$ cat src/rtl/debug_display_scanner_pkg.sv
// Shared constants for the debug display scanner:
// page encoding and the active-low hex glyph table.
package debug_disp_pkg;

  localparam logic [2:0] PAGE_PC_WB = 3'd0;
  localparam logic [2:0] PAGE_HI    = 3'd1;
  localparam logic [2:0] PAGE_LO    = 3'd2;
  localparam logic [2:0] PAGE_V0    = 3'd3;
  localparam logic [2:0] PAGE_V1    = 3'd4;
  localparam int         NUM_PAGES  = 5;

  // {g,f,e,d,c,b,a}, active-low; entry 15 first
  localparam logic [15:0][6:0] GLYPH = {
    7'h0E, 7'h06, 7'h21, 7'h46,
    7'h03, 7'h08, 7'h10, 7'h00,
    7'h78, 7'h02, 7'h12, 7'h19,
    7'h30, 7'h24, 7'h79, 7'h40
  };

  function automatic logic [2:0] next_page(
    input logic [2:0] p
  );
    if (p == 3'(NUM_PAGES - 1))
      return PAGE_PC_WB;
    return p + 3'd1;
  endfunction

endpackage

$ cat src/rtl/debug_display_scanner_seg7.sv
// Nibble to active-low seven-segment glyph.
// Pure table lookup, no state.
module hex_to_seg7
  import debug_disp_pkg::*;
(
  input  logic [3:0] nibble,
  output logic [6:0] seg
);

  assign seg = GLYPH[nibble];

endmodule

$ cat src/rtl/debug_display_scanner.sv
// Eight-digit multiplexed hex display of pipeline debug
// registers, with a debounced page button and freeze.
module debug_display_scanner
  import debug_disp_pkg::*;
#(
  parameter int REFRESH_DIV     = 100000,
  parameter int DEBOUNCE_CYCLES = 1000000
) (
  input  logic        Clk,
  input  logic        Reset,
  input  logic [31:0] Debug_Program_Counter,
  input  logic [31:0] Debug_Write_Register,
  input  logic [31:0] Debug_HI,
  input  logic [31:0] Debug_LO,
  input  logic [31:0] Debug_V0,
  input  logic [31:0] Debug_V1,
  input  logic        page_btn,
  input  logic        freeze,
  output logic [6:0]  out7,
  output logic [7:0]  en_out,
  output logic [2:0]  page
);

  localparam int PW = $clog2(REFRESH_DIV);
  localparam int CW = $clog2(DEBOUNCE_CYCLES + 1);

  logic [PW-1:0] presc;
  logic          tick;
  logic [2:0]    idx;
  logic [2:0]    idx_nxt;
  logic          wrap;
  logic [31:0]   snap;
  logic [31:0]   snap_nxt;
  logic [31:0]   page_word;
  logic [3:0]    nib;
  logic [6:0]    glyph;
  logic          sync0;
  logic          sync1;
  logic          deb;
  logic [CW-1:0] dcnt;
  logic          inc;
  logic          unused_hi;

  assign unused_hi = ^{Debug_Program_Counter[31:16],
                       Debug_Write_Register[31:16]};

  always_comb begin
    tick      = (presc == PW'(REFRESH_DIV - 1));
    idx_nxt   = idx + 3'd1;
    wrap      = tick && (idx == 3'd7);
    page_word = {Debug_Program_Counter[15:0],
                 Debug_Write_Register[15:0]};
    unique case (1'b1)
      page == PAGE_HI: page_word = Debug_HI;
      page == PAGE_LO: page_word = Debug_LO;
      page == PAGE_V0: page_word = Debug_V0;
      page == PAGE_V1: page_word = Debug_V1;
      default: ;
    endcase
    snap_nxt = (wrap && !freeze) ? page_word : snap;
    // glyph is fetched for the digit about to be lit
    nib = 4'(snap_nxt >> {idx_nxt, 2'b00});
  end

  hex_to_seg7 u_seg (
    .nibble (nib),
    .seg    (glyph)
  );

  always_ff @(posedge Clk) begin
    if (!Reset) begin
      presc  <= '0;
      idx    <= '0;
      snap   <= '0;
      out7   <= 7'h7F;
      en_out <= 8'hFF;
    end else begin
      presc <= tick ? '0 : presc + PW'(1);
      snap  <= snap_nxt;
      if (tick) begin
        idx    <= idx_nxt;
        out7   <= glyph;
        en_out <= ~(8'd1 << idx_nxt);
      end
    end
  end

  always_ff @(posedge Clk) begin
    if (!Reset) begin
      sync0 <= 1'b0;
      sync1 <= 1'b0;
      deb   <= 1'b0;
      dcnt  <= '0;
      inc   <= 1'b0;
      page  <= PAGE_PC_WB;
    end else begin
      sync0 <= page_btn;
      sync1 <= sync0;
      inc   <= 1'b0;
      if (sync1 != deb) begin
        if (dcnt == CW'(DEBOUNCE_CYCLES - 1)) begin
          deb  <= sync1;
          dcnt <= '0;
          inc  <= sync1;
        end else begin
          dcnt <= dcnt + CW'(1);
        end
      end else begin
        dcnt <= '0;
      end
      // same-edge reload in the scan block still sees the old page
      if (inc)
        page <= next_page(page);
    end
  end

endmodule

$ cat config.mk
export PLATFORM = sky130hd
export DESIGN_NAME = debug_display_scanner
export DESIGN_NICKNAME = d
export VERILOG_FILES = /design/src/rtl/debug_display_scanner_pkg.sv /design/src/rtl/debug_display_scanner_seg7.sv /design/src/rtl/debug_display_scanner.sv
export SDC_FILE = /design/constraint.sdc
export NUM_CORES = 1
export LEC_CHECK = 0
export CAP_MARGIN = 30
export CORE_ASPECT_RATIO = 2
export CORE_UTILIZATION = 40
export CTS_CLUSTER_DIAMETER = 100
export DETAILED_ROUTE_END_ITERATION = 12
export PLACE_DENSITY = 0.84
export RECOVER_POWER = 50
export SLEW_MARGIN = 40
export SYNTH_ARGS = -nofsm -noshare
export SYNTH_HDL_FRONTEND = slang
export SYNTH_SLANG_ARGS = --single-unit
$ cat constraint.sdc
create_clock -name Clk -period 3.9 [get_ports Clk]
set_input_delay 0.78 -clock Clk [delete_from_list [all_inputs] [get_ports Clk]]
set_output_delay 0.78 -clock Clk [all_outputs]
set_load 0.02 [all_outputs]
==> impl_metrics.yaml, run 1 <==
power_and_ir_drop:
  p_int_mw: 1.607
  power-per-cell-area_nw_per_um2: 255.9
  ir_worst_vdd_v: 0.0002022
  power_switching_mw: 0.4080
  pwr-share-clk_pct: 41.9
  seqPwrFrac_pct: 48.0
  power_frac_comb_pct: 10.1
  power.leakage_nw: 2.794
  swShare_pct: 20.25
worst_setup_path:
  startpoint_type: "flop"
  cp_max_fo: 15
  cp_slowest_stage_delay_ps: 520
  end_kind: "flop"
  crit_chain: "inv_1 > ha_1 > or3_1 > a21o_1 > buf_12 > mux2_1 > mux4_2 > a211oi_2 > o211ai_1 > buf_4 > ha_1 > inv_1 > mux2i_1 > mux2i_1 > o21ai_1"
  ff2ff_path_depth: 15
  crit_arrival_ps: 3920
  cp_slowest_cell: "mux4_2"
  cp_data_required_time_ps: 4120
  critPathKind: "reg2reg"
sta:
  setup-tns-final_ps: 0
  rsz0062_at_grt: "false"
  relSlewSlack_pct: -17.40
  setup_viol: 0
  tightest_slew_ps: 1761
  fin_crit_ps: 3700
  fmax_ghz: 0.2703
  slew_viol_final: 39
  hold_viol_final: 0
  period_share_pct: 94.87
  worst_clock_skew_ps: 8.525
cells_and_area:
  num_antenna_cells: 0
  area_growth_pct: 42.21
  finalNonFillerCells: 1005
  register_area_um2: 1883
  drive_gt1_share_pct: 6.706
  multi_input_area_um2: 3402
  final_cell_mix: "clkdlybuf4s50_1 (165), nor2_1 (95), dfxtp_1 (93)"
  final_nets: 1062
  final_common_cell: "clkdlybuf4s50_1"
  design_area_um2: 7875
  fill_cells: 1176
detailed_routing:
  drt_iter0_drc: 324
  num_vias: 5777
  wl_per_cell_um: 17.67
  ant_nets: 0
  dr.pass1.iters: 6
  avgViaCountPerCell: 5.748
  totalWireLength_um: 17760
  drc: 0
place:
  post-place-cells: 989
  io_buffers: 181
  dp_hpwl_um: 13760
  gp_congestion: 0.8831
  placed_cell_area_um2: 7584
flow_run:
  cap_violations: 1
logic_synthesis:
  synth_ff_type: "dfxtp_1"
  ys_seq_elements: 94
  synth_top_area_share_pct: 33.98
  yosys_warnings: 0
  seq_area_frac_synth_pct: 33.98
  synth.largest_area_cell: "dfxtp_1"
  syn_nets: 888
  netlist-cell-type-count: 62
  ys_top_cells_by_area: "dfxtp_1 (34%), nor2_1 (6.4%), a22oi_1 (5.0%), o21ai_0 (4.6%), ha_1 (4.3%)"
  syn_area_per_cell_um2: 8.229
  synth_area_um2: 5538
  synth_edf_count: 0
  ys_async_sr_fraction_pct: 0
  synthCells: 673
clock_tree:
  ctsLongestPathBuffers: 2
  cts.sinks: 94
  numCtsBuffers: 9
  cts_root_buf: "clkbuf_16"
  cts.clk_slew.worst_paths_ps: 70
  ctsHoldBuffers: 0
  cts_tree: "built"
  htree_levels: 3
  clock_latency_ps: 340
status:
  violations: "max-capacitance violations, max-slew violations"
  run_status: "finished, violations left"
die:
  io_pins: 214
  rows: 60
  core_area_um2: 13510
  die_w_um: 85.20
  fp.dieH_um: 168.4
  die_area_um2: 14350
  initial_core_util_pct: 40.98
global_route:
  grt_util_all_layers_pct: 24.28
  grt_max_degree: 42
  grt_overflow: 0
  grt_pass1_wl_um: 27670
  antenna_found_initial: 0
  first_global_vias: 5829
hold_path:
  min_path_type: "reg2reg"
  whs_path_depth: 1
flip-flops by register name, summed over array words and instances, names as in the netlist:
register  flops
sync0         1
page          3
sync1         1
out7          7
presc        17
dcnt         20
snap         32
en_out        8
inc           1
idx           3
deb           1
synthesized netlist by cell type (6+ instances only):
cell,number
clkbuf_1,39
nand4_1,8
xnor2_1,11
nand3_1,15
ha_1,19
and3_1,15
and2_1,10
o21ai_0,51
o211ai_1,13
or3_1,9
a21oi_1,28
o31ai_1,6
mux2i_1,23
nor2_1,95
xor2_1,17
dfxtp_1,94
o31a_1,7
a22oi_1,37
inv_1,13
nand2_1,38
a32oi_1,15
a211oi_1,9
a211o_1,6
cell type report:
class,count,area share (%)
clock buffers,10,2.908
clock inverters,4,0.6196
inverters,15,0.7150
well taps,155,2.463
repair buffers,212,26.18
flip-flops and latches,94,23.91
multi-input cells,515,43.20
power groups by stage:
stage	Combinational, mW	Sequential, mW	Clock (mW)
after CTS	0.205	0.967	0.858
after floorplan	0.0288	0.988	0
after global placement	0.202	0.988	0
after detailed placement	0.204	0.989	0
final	0.204	0.967	0.844
after global routing	0.215	0.967	0.892
timing repair:
item                                    CTS  global route
setup buffers                             2             0
endpoints found under the setup margin    3             6
gates resized for setup                   0             2
pin swaps                                 1             1
final timing paths:
kind,end,start,slack (ps)
max reg2reg,out7[3],page[0],200
min reg2reg,sync1,sync0,440
max,out7[3],page[0],200
min,sync1,sync0,440
logic make-up (layout without fill, tap and decap cells):
kind of cell / Yosys count / after routing / share of synthesized area, %
compound gates: 213 / 213 / 26.37
buf+inv: 64 / 241 / 4.835
fa+ha+maj: 19 / 19 / 4.293
xor+xnor: 28 / 28 / 4.428
mux: 32 / 32 / 6.191
simple gates: 223 / 223 / 19.91
flops: 94 / 94 / 33.98
routing by layer:
metal | routed length [um] | track usage [%] | vias up
met2 | 9840 | 48.04 | 189
met1 | 6161 | 22.92 | 2719
met4 | 859 | 14.08 | 0
met3 | 897 | 3.333 | 47
li1 | - | - | 2822
met5 | 0 | 0 | -
worst max-delay path: cells and delay by family (launching register included):
kind,cells,cell delay (ps)
mux,4,1110
compound gates,4,730
buf+inv,4,550
fa+ha+maj,2,430
flops,1,380
simple gates,1,360
metrics by stage:
| step | hold WS [ps] | setup WS (ps) | util, % | power [mW] |
|---|---|---|---|---|
| 6_report | 436.7 | 200.2 | 58.28 | 2.015 |
| 5_1_grt | 461.0 | 36.43 | 58.28 | 2.075 |
| 4_1_cts | 445.2 | 83.81 | 58.29 | 2.030 |
| 3_5_place_dp | 422.8 | -30.62 | 56.12 | 1.193 |
| 3_3_place_gp | 431.1 | -1.222 | 56.06 | 1.190 |
| 2_1_floorplan | 411.9 | 108.7 | - | 1.017 |
(Power assumes the default switching activity.)
==> inputs of run 2 (changes only) <==
==> constraint.sdc (replaced) <==
create_clock -name Clk -period 3.9 [get_ports Clk]
set_input_delay 0.585 -clock Clk [delete_from_list [all_inputs] [get_ports Clk]]
set_output_delay 0.585 -clock Clk [all_outputs]
set_load 0.02 [all_outputs]
==> run 2 against run 1 <==
Compared with the run above:
- the run still ends with max-capacitance violations, max-slew violations left
- hold slack improved by 1.6 ps
- wire length grew 2.1%
- core utilization is essentially flat
- non-clock buffer count increased by 1
- via count grew 0.99%
- highest routed layer unchanged
==> impl_metrics.yaml, run 2 (synthesis results as in run 1) <==
worst_setup_path:
  startpoint_type: "flop"
  crit_arrival_ps: 4000
  cp_max_fo: 6
  critPathKind: "reg2reg"
  cp_data_required_time_ps: 4170
  crit_chain: "inv_1 > ha_1 > or3_1 > a21o_1 > mux2_1 > mux4_2 > a211oi_2 > o211ai_1 > buf_4 > inv_1 > ha_1 > nor3_1 > a211o_1 > a21oi_1"
  ff2ff_path_depth: 14
  cp_slowest_stage_delay_ps: 510
  end_kind: "flop"
  rrSetupSlack_ps: 170
  critPathTopFamily: "compound AO/OA/AOI/OAI gates"
  r2r-start: "page[0]"
  r2r-end: "out7[0]"
  cp_slowest_cell: "mux4_2"
  crit_buf_inv: 3
sta:
  slew_viol_final: 39
  setup_viol: 0
  fin_hold_ws_ps: 438.3
  fmax_ghz: 0.2682
  fin_ws_ps: 170.9
  period_share_pct: 95.62
  rsz0062_at_grt: "false"
  setup-tns-final_ps: 0
  fin_crit_ps: 3729
  tightest_slew_ps: 1742
  worst_clock_skew_ps: 8.553
  relSlewSlack_pct: -16.16
  hold_viol_final: 0
detailed_routing:
  totalWireLength_um: 18130
  ant_nets: 0
  wl_per_cell_um: 17.99
  num_vias: 5834
  dr_wl_met2_um: 10020
  avgViaCountPerCell: 5.788
  drc: 0
  top_layer: "met4"
  wl_met1_um: 6218
  dr.pass1.iters: 5
  met3RoutedLength_um: 860
  drt_iter0_drc: 365
power_and_ir_drop:
  fin_total_pwr_mw: 2.059
  power-per-cell-area_nw_per_um2: 261.3
  power.leakage_nw: 2.805
  ir_worst_vdd_v: 0.0002221
die:
  die_w_um: 85.20
  initial_core_util_pct: 40.98
  io_pins: 214
  fp.dieH_um: 168.4
  rows: 60
  die_area_um2: 14350
  core_area_um2: 13510
cells_and_area:
  final_cell_mix: "clkdlybuf4s50_1 (163), nor2_1 (95), dfxtp_1 (93)"
  final_common_cell: "clkdlybuf4s50_1"
  top_register: "snap"
  design_area_um2: 7879
  finalNonFillerCells: 1008
  num_antenna_cells: 0
  drive_gt1_share_pct: 6.917
  final_nets: 1063
  reg.largest.list: "snap x32, dcnt x20, presc x17"
  post-route-util_pct: 58.31
  largest_reg_flops: 32
  area_growth_pct: 42.27
place:
  io_buffers: 181
  gp_congestion: 0.8996
  dp_hpwl_um: 14240
  placed_cell_area_um2: 7570
  post-place-cells: 990
  dp_slack_ps: 11.06
clock_tree:
  cts_tree: "built"
  cts_root_buf: "clkbuf_16"
  clock_latency_ps: 350
  numCtsBuffers: 9
  ctsLongestPathBuffers: 2
  htree_levels: 3
  cts.sinks: 94
  cts.clk_slew.worst_paths_ps: 70
hold_path:
  hp-start: "sync0"
  whs_path_depth: 1
  min_path_type: "reg2reg"
  worst_hold_path.endpoint: "sync1"
global_route:
  antenna_found_initial: 0
  grt_pass1_wl_um: 28400
  first_global_vias: 5859
  grt_overflow: 0
  grt_util_all_layers_pct: 25.27
  grt_max_degree: 39
status:
  run_status: "finished, violations left"
  violations: "max-capacitance violations, max-slew violations"
flow_run:
  cap_violations: 1
run 2: what timing repair did:
| item | 4_1_cts | 5_1_grt |
|---|---|---|
| hold buffers | 0 | 0 |
| pin swaps | 1 | 0 |
| gates resized for setup | 0 | 3 |
| setup buffers | 2 | 0 |
| setup endpoints to repair | 3 | 7 |
run 2: worst max path at each step:
stage,cells past startpoint,start,to
floorplan,15,page[0],out7[3]
global placement,13,page[0],out7[0]
detailed placement,13,page[0],out7[0]
CTS,14,page[0],out7[0]
global route,14,page[2],out7[3]
finish,14,page[0],out7[0]
run 2: report_power, final:
| part | switching [mW] | leakage, nW | internal (mW) |
|---|---|---|---|
| registers | 0.00360 | 0.759 | 0.963 |
| clock network | 0.385 | 0.149 | 0.503 |
| logic | 0.0509 | 1.90 | 0.154 |
| total | 0.439 | 2.80 | 1.62 |
run 2: worst register-to-register path, delay by kind of cell, from the launching register on:
family,cells,cell delay (ps)
AOI/OAI and AO/OA,5,1150
muxes,2,880
adders and majority gates,2,400
DFF,1,380
buffers and inverters,3,390
and+or+nand+nor,2,450
run 2: layout make-up:
| class | count | area, um^2 |
|---|---|---|
| timing repair buffer | 213 | 2053 |
| clock inverter | 6 | 68.82 |
| inverter | 15 | 56.30 |
| sequential | 94 | 1883 |
| tap | 155 | 193.9 |
| clock buffer | 10 | 229.0 |
| multi-input combinational | 515 | 3395 |
| fill | 1159 | 5634 |
run 2: layer usage:
layer	track usage (%)	up-vias
met5	0	-
met1	23.69	2755
met4	15.48	0
li1	-	2830
met2	49.26	190
met3	4.167	59
